<file path="config.mk">
export PLATFORM = sky130hd
export DESIGN_NAME = uart_frame_decoder
export DESIGN_NICKNAME = d
export VERILOG_FILES = /design/src/rtl/uart_frame_pkg.sv /design/src/rtl/hex_ascii_decode.sv /design/src/rtl/uart_frame_decoder.sv
export SDC_FILE = /design/constraint.sdc
export NUM_CORES = 1
export LEC_CHECK = 0
export BUFFER_PORTS_ARGS = -buffer_cell sky130_fd_sc_hd__buf_2
export CELL_PAD_IN_SITES_DETAIL_PLACEMENT = 1
export CELL_PAD_IN_SITES_GLOBAL_PLACEMENT = 2
export CORE_MARGIN = 2
export CORE_UTILIZATION = 39
export CTS_BUF_LIST = sky130_fd_sc_hd__clkbuf_4
export CTS_CLUSTER_SIZE = 24
export DETAILED_ROUTE_END_ITERATION = 12
export GPL_ROUTABILITY_DRIVEN = 0
export GPL_TIMING_DRIVEN = 0
export PLACE_DENSITY = 0.8
export SLEW_MARGIN = 10
export SYNTH_ARGS = -nofsm -noshare
export SYNTH_HDL_FRONTEND = slang
export SYNTH_SLANG_ARGS = --single-unit
</file>
<file path="constraint.sdc">
create_clock -name clk -period 2.88 [get_ports clk]
set_input_delay 0.144 -clock clk [delete_from_list [all_inputs] [get_ports clk]]
set_output_delay 0.144 -clock clk [all_outputs]
set_load 0.05 [all_outputs]
</file>
<file path="src/rtl/uart_frame_pkg.sv">
// Purpose: shared state encodings, character codes and count type for the UART frame decoder.
// Latency: n/a (declarations only).
// Backpressure: n/a.
package uart_frame_pkg;

    // Decoder states, kept as plain constants so older tools and netlists see a stable encoding.
    typedef logic [2:0] state_t;
    localparam state_t ST_IDLE     = 3'd0;
    localparam state_t ST_S_DIGITS = 3'd1;
    localparam state_t ST_B_DIGITS = 3'd2;
    localparam state_t ST_WAIT_LF  = 3'd3;
    localparam state_t ST_DISCARD  = 3'd4;

    // ASCII codes for the frame protocol.
    localparam logic [7:0] CH_S  = 8'h53;
    localparam logic [7:0] CH_B  = 8'h42;
    localparam logic [7:0] CH_LF = 8'h0A;
    localparam logic [7:0] CH_CR = 8'h0D;
    localparam logic [7:0] CH_K  = 8'h4B;
    localparam logic [7:0] CH_E  = 8'h45;

    // Saturating rejected-frame counter.
    typedef logic [7:0] err_count_t;
    localparam err_count_t ERR_COUNT_MAX = 8'hFF;

endpackage

</file>
<file path="src/rtl/hex_ascii_decode.sv">
// Purpose: map one received character to {hex_valid, nibble}; accepts 0-9, A-F, a-f.
// Latency: combinational.
// Backpressure: none.
//
// Ports:
//   char_in   - received character
//   hex_valid - char_in is a hex digit
//   nibble    - digit value (0 when hex_valid is low)
module hex_ascii_decode #(
    parameter int DATA_WIDTH = 8
) (
    input  logic [DATA_WIDTH-1:0] char_in,
    output logic                  hex_valid,
    output logic [3:0]            nibble
);

    logic [31:0] code;

    always_comb begin
        // Widen first so the range tests are correct for any byte width.
        code      = 32'(char_in);
        hex_valid = 1'b0;
        nibble    = 4'h0;
        if (code >= 32'h30 && code <= 32'h39) begin
            hex_valid = 1'b1;
            nibble    = 4'(code - 32'h30);
        end else if (code >= 32'h41 && code <= 32'h46) begin
            hex_valid = 1'b1;
            nibble    = 4'(code - 32'h37);
        end else if (code >= 32'h61 && code <= 32'h66) begin
            hex_valid = 1'b1;
            nibble    = 4'(code - 32'h57);
        end
    end

endmodule

</file>
<file path="src/rtl/uart_frame_decoder.sv">
// Purpose: decode "Sxxxx\n" switch and "Bxx\n" button frames from a UART byte stream, count rejects.
// Latency: switch/button outputs and ack_valid update on the edge that samples the terminating LF.
// Backpressure: none on rx (one byte per strobe); ack is a 1-entry register, new acks dropped while pending.
//
// Optional feature: define UART_FRAME_ACK_EN to build the 'K'/'E' response path;
// without it ack_valid/ack_data are tied to 0 and ack_ready is ignored.
//
// Ports:
//   clk, rst_n        - clock, asynchronous active-low reset
//   ena               - clock enable; low freezes every register and ignores rx_valid
//   rx_data, rx_valid - received byte and its one-cycle strobe
//   switch_data       - last committed switch word
//   button_data       - last committed button word
//   ack_data/valid    - response byte toward the TX FIFO, held until ack_ready
//   ack_ready         - TX FIFO accepts ack_data
//   frame_err_count   - saturating count of rejected frames
module uart_frame_decoder
    import uart_frame_pkg::*;
#(
    parameter int DATA_WIDTH     = 8,
    parameter int SWITCH_COUNT   = 16,
    parameter int BUTTON_COUNT   = 5,
    parameter int TIMEOUT_CYCLES = 500_000
) (
    input  logic                    clk,
    input  logic                    rst_n,
    input  logic                    ena,
    input  logic [DATA_WIDTH-1:0]   rx_data,
    input  logic                    rx_valid,
    output logic [SWITCH_COUNT-1:0] switch_data,
    output logic [BUTTON_COUNT-1:0] button_data,
    output logic [DATA_WIDTH-1:0]   ack_data,
    output logic                    ack_valid,
    input  logic                    ack_ready,
    output logic [7:0]              frame_err_count
);

    localparam int TW = (TIMEOUT_CYCLES > 1) ? $clog2(TIMEOUT_CYCLES) : 1;
    localparam logic [TW-1:0] TIMEOUT_LAST = TW'(TIMEOUT_CYCLES - 1);

    state_t        state, state_nxt;
    logic [2:0]    digit_cnt, cnt_nxt;
    logic [15:0]   acc, acc_nxt;
    logic [TW-1:0] timer, timer_nxt;
    err_count_t    err_count;
    logic          commit_s, commit_b, err_evt;

    logic          hex_valid;
    logic [3:0]    nibble;
    logic          is_s, is_b, is_lf, is_cr;

    hex_ascii_decode #(.DATA_WIDTH(DATA_WIDTH)) u_hex (
        .char_in   (rx_data),
        .hex_valid (hex_valid),
        .nibble    (nibble)
    );

    assign is_s  = (rx_data == DATA_WIDTH'(CH_S));
    assign is_b  = (rx_data == DATA_WIDTH'(CH_B));
    assign is_lf = (rx_data == DATA_WIDTH'(CH_LF));
    assign is_cr = (rx_data == DATA_WIDTH'(CH_CR));

    always_comb begin
        state_nxt = state;
        cnt_nxt   = digit_cnt;
        acc_nxt   = acc;
        timer_nxt = timer;
        commit_s  = 1'b0;
        commit_b  = 1'b0;
        err_evt   = 1'b0;
        if (rx_valid) begin
            // Any byte restarts the inter-byte timer, including on the expiry cycle.
            timer_nxt = '0;
            case (state)
                ST_IDLE: begin
                    if (is_s) begin
                        state_nxt = ST_S_DIGITS;
                        cnt_nxt   = 3'd0;
                        acc_nxt   = '0;
                    end else if (is_b) begin
                        state_nxt = ST_B_DIGITS;
                        cnt_nxt   = 3'd0;
                        acc_nxt   = '0;
                    end else if (!is_lf && !is_cr) begin
                        state_nxt = ST_DISCARD;
                        err_evt   = 1'b1;
                    end
                end
                ST_S_DIGITS, ST_B_DIGITS: begin
                    if (hex_valid) begin
                        acc_nxt = {acc[11:0], nibble};
                        cnt_nxt = digit_cnt + 3'd1;
                        if (cnt_nxt == ((state == ST_S_DIGITS) ? 3'd4 : 3'd2))
                            state_nxt = ST_WAIT_LF;
                    end else if (!is_cr) begin
                        // An early LF already ends the line, so nothing is left to discard.
                        err_evt   = 1'b1;
                        state_nxt = is_lf ? ST_IDLE : ST_DISCARD;
                    end
                end
                ST_WAIT_LF: begin
                    if (is_lf) begin
                        // Digit count tells which frame type is being closed.
                        commit_s  = (digit_cnt == 3'd4);
                        commit_b  = (digit_cnt != 3'd4);
                        state_nxt = ST_IDLE;
                    end else if (!is_cr) begin
                        err_evt   = 1'b1;
                        state_nxt = ST_DISCARD;
                    end
                end
                ST_DISCARD: begin
                    if (is_lf)
                        state_nxt = ST_IDLE;
                end
                default: state_nxt = ST_IDLE;
            endcase
        end else if (state != ST_IDLE) begin
            if (timer == TIMEOUT_LAST) begin
                state_nxt = ST_IDLE;
                timer_nxt = '0;
                err_evt   = 1'b1;
            end else begin
                timer_nxt = timer + 1'b1;
            end
        end
    end

    always_ff @(posedge clk or negedge rst_n) begin
        if (!rst_n) begin
            state       <= ST_IDLE;
            digit_cnt   <= '0;
            acc         <= '0;
            timer       <= '0;
            err_count   <= '0;
            switch_data <= '0;
            button_data <= '0;
        end else if (ena) begin
            state     <= state_nxt;
            digit_cnt <= cnt_nxt;
            acc       <= acc_nxt;
            timer     <= timer_nxt;
            if (commit_s)
                switch_data <= SWITCH_COUNT'(acc);
            if (commit_b)
                button_data <= BUTTON_COUNT'(acc[7:0]);
            if (err_evt && err_count != ERR_COUNT_MAX)
                err_count <= err_count + 8'd1;
        end
    end

    assign frame_err_count = err_count;

`ifdef UART_FRAME_ACK_EN
    logic                  ack_queue;
    logic [DATA_WIDTH-1:0] ack_char;

    assign ack_queue = commit_s | commit_b | err_evt;
    assign ack_char  = err_evt ? DATA_WIDTH'(CH_E) : DATA_WIDTH'(CH_K);

    always_ff @(posedge clk or negedge rst_n) begin
        if (!rst_n) begin
            ack_valid <= 1'b0;
            ack_data  <= '0;
        end else if (ena) begin
            // Slot is free if empty or being drained this cycle; otherwise the new ack is lost.
            if (ack_queue && (!ack_valid || ack_ready)) begin
                ack_valid <= 1'b1;
                ack_data  <= ack_char;
            end else if (ack_valid && ack_ready) begin
                ack_valid <= 1'b0;
            end
        end
    end
`else
    logic unused_ack_ready;
    assign unused_ack_ready = ack_ready;
    assign ack_valid        = 1'b0;
    assign ack_data         = '0;
`endif

endmodule
</file>
==> impl_metrics.env <==
export IMPL_ys_seq_area_share_pct=50.3
export IMPL_io_buffer_count=39
export IMPL_wirelength_um=7640
export IMPL_power_density_nw_per_um2=592
export IMPL_yosysUniqueCellTypes=52
export IMPL_grt_antenna_before_repair=0
export IMPL_regToRegEndpoint="state[1]"
export IMPL_grt_pass1_wl_um=13400
export IMPL_grt_overflow_total=0
export IMPL_reg2reg_slack_ns=0.34
export IMPL_dr_wl_met2_um=3690
export IMPL_grt_usage_pct=17.2
export IMPL_synth_area_leaders="dfrtp_1, mux2_2, a22o_1, xnor2_1, xor2_1"
export IMPL_cp_max_fo=8
export IMPL_crit_path_start_kind="register"
export IMPL_endpoint_kind="register"
export IMPL_hold_path_class="primary input to register"
export IMPL_fin_cells=484
export IMPL_fin_skew_ns=0.0158
export IMPL_tightest_slew_ns=0.789
export IMPL_period_minus_slack_ns=2.54
export IMPL_die_w_um=98.5
export IMPL_dr_pass1_iters=4
export IMPL_grt_pass1_vias=2674
export IMPL_fin_tns_setup_ns=0
export IMPL_post_route_period_util_pct=88.3
export IMPL_slew_violations=0
export IMPL_arrival_ns=2.90
export IMPL_whs_endpoint="state[2]"
export IMPL_drtIter0Drc=83
export IMPL_fill_cells=984
export IMPL_status="finished, final reports clean"
export IMPL_drtAntennaViolNets=0
export IMPL_hp_start="rx_valid"
export IMPL_synth_ff_type="dfrtp_1"
export IMPL_syn_area_per_cell_sq_um=11.2
export IMPL_die_h_um=98.5
export IMPL_cts_root_buf="clkbuf_4"
export IMPL_dpl_cell_area_sq_um=3870
export IMPL_critPathRequiredTime_ns=3.24
export IMPL_reg2reg_depth=7
export IMPL_wl_met1_um=3630
export IMPL_async_flop_share_pct=100
export IMPL_yosysWarnings=0
export IMPL_vias_per_cell=5.22
export IMPL_cts_max_path_buffers=2
export IMPL_slew_headroom_pct=46.1
export IMPL_nNetsFinal=392
export IMPL_ir_drop_mv=0.393
export IMPL_grt_max_degree=52
export IMPL_design_area_sq_um=4090
export IMPL_rsz0062_at_grt="no"
export IMPL_synth_top_area_share_pct=50.3
export IMPL_cts_resized=0
export IMPL_tritoncts="done"
export IMPL_ios=51
export IMPL_ys_ff_latch=70
export IMPL_criticalPathCategory="register to register"
export IMPL_antenna_cells=0
export IMPL_synth_largest_area_cell="dfrtp_1"
export IMPL_die_area_sq_um=9700
export IMPL_dr_wl_met3_um=209
export IMPL_syn_to_final_growth_pct=17.3
export IMPL_htreeDepth=3
export IMPL_core_area_sq_um=8680
export IMPL_synthesis_instances=311
export IMPL_leakage_nw=2.00
export IMPL_dp_cells=467
export IMPL_start_util_pct=40.1
export IMPL_clkLatencyLatePin_ns=0.42
export IMPL_maxCapViolCount=0
export IMPL_hold_violations=0
export IMPL_total_power_w=0.00242
export IMPL_drcViolationCount=0
export IMPL_clkTransAtPathRegs_ns=0.12
export IMPL_cts_sinks=70
export IMPL_finalSetupViolations=0
export IMPL_vias=2527
export IMPL_maxUsedRoutingLayer="met4"
export IMPL_cts_buffers=9
export IMPL_max_freq_mhz=393
export IMPL_drive_above_1_share_pct=26.3
export IMPL_hold_depth=3
export IMPL_dp_hpwl_um=5480
export IMPL_synth_edf_count=0
export IMPL_rows=34
export IMPL_syn_area_sq_um=3480
export IMPL_wl_per_cell_um=15.8
export IMPL_regToRegStartpoint="state[1]"
## kinds of logic (layout without fill, tap and decap cells)
logic type / Yosys count / count (layout) / synth area share (%)
AOI/OAI and AO/OA: 56 / 56 / 12.1
xor gates and xnor gates: 26 / 26 / 6.54
adders and majority gates: 8 / 8 / 2.87
buffers and inverters: 29 / 86 / 4.45
DFF: 70 / 70 / 50.3
muxes: 24 / 24 / 7.72
other: 1 / 9 / 0.108
and+or+nand+nor: 97 / 97 / 15.9
## how the worst max path moves through the flow
stage | start | to | cells past startpoint
6_report | state[1] | state[1] | 7
5_1_grt | state[1] | state[1] | 7
4_1_cts | state[2] | timer[18] | 7
3_5_place_dp | state[2] | timer[18] | 7
3_3_place_gp | rx_data[7] | switch_data[0] | 7
2_1_floorplan | frame_err_count[0] | frame_err_count[1] | 6
## repair_timing
| item | 4_1_cts | 5_1_grt |
|---|---|---|
| hold buffers | 1 | 0 |
| hold endpoints to repair | 70 | 0 |
| endpoints found under the setup margin | 0 | 0 |
| buffers inserted | 0 | 0 |
## sequential cells by signal (all words and copies together), names as in the netlist
signal	cells
switch_data	16
digit_cnt	3
acc	16
frame_err_count	8
button_data	5
timer	19
state	3
## power by group
group | internal (W) | switching, W
logic | 0.000152 | 0.000325
registers | 0.00104 | 0.0000584
clock network | 0.000453 | 0.000395
total | 0.00164 | 0.000779
## worst max-delay path, cell delays in order, from the launching register on
cell	delay [ns]
dfrtp_1	0.39
clkbuf_1	0.21
or3b_1	0.40
or3_1	0.35
a21oi_1	0.23
o32ai_1	0.15
nor4b_1	0.51
a22o_1	0.25
## synth_stat cells, types with 9 or more instances
master	number
mux2_2	23
inv_1	9
nand2_1	22
xor2_1	12
nand3_1	9
xnor2_1	14
o21ai_0	10
a22o_1	20
buf_4	9
dfrtp_1	70
nor2_1	19
## layout by cell type, fill, tap and decap left out, types with 10 or more instances in the layout
| cell | netlist | final |
|---|---|---|
| a22o_1 | 20 | 20 |
| buf_2 | 4 | 42 |
| buf_4 | 9 | 10 |
| dfrtp_1 | 70 | 70 |
| mux2_2 | 23 | 23 |
| nand2_1 | 22 | 22 |
| nor2_1 | 19 | 19 |
| o21ai_0 | 10 | 10 |
| xnor2_1 | 14 | 14 |
| xor2_1 | 12 | 12 |
## metal layers
metal	track usage, %	up-vias
met5	0	-
met3	3.40	7
met1	23.2	1261
met4	6.32	0
met2	27.6	38
li1	-	1221
## area by class of cell
class	instances	area, sq um	share of cell area [%]
clock inverters	7	128	3.12
plain buffers	20	121	2.97
flip-flops and latches	70	1750	42.9
well taps	108	135	3.31
multi-input cells	220	1610	39.5
repair buffers	41	235	5.76
inverters	9	33.8	0.827
clock buffers	9	67.6	1.65
## per-stage QoR
stage	utilization (%)	setup slack, ns	hold WS [ns]
final	47.1	0.338	0.0995
after floorplan	-	0.676	-0.152
after CTS	47.0	0.0645	0.0661
after global placement	44.3	0.193	0.478
after global routing	47.1	0.0543	0.0805
after detailed placement	44.6	0.125	0.0534
Note: power is estimated with default switching activity, not from simulation.
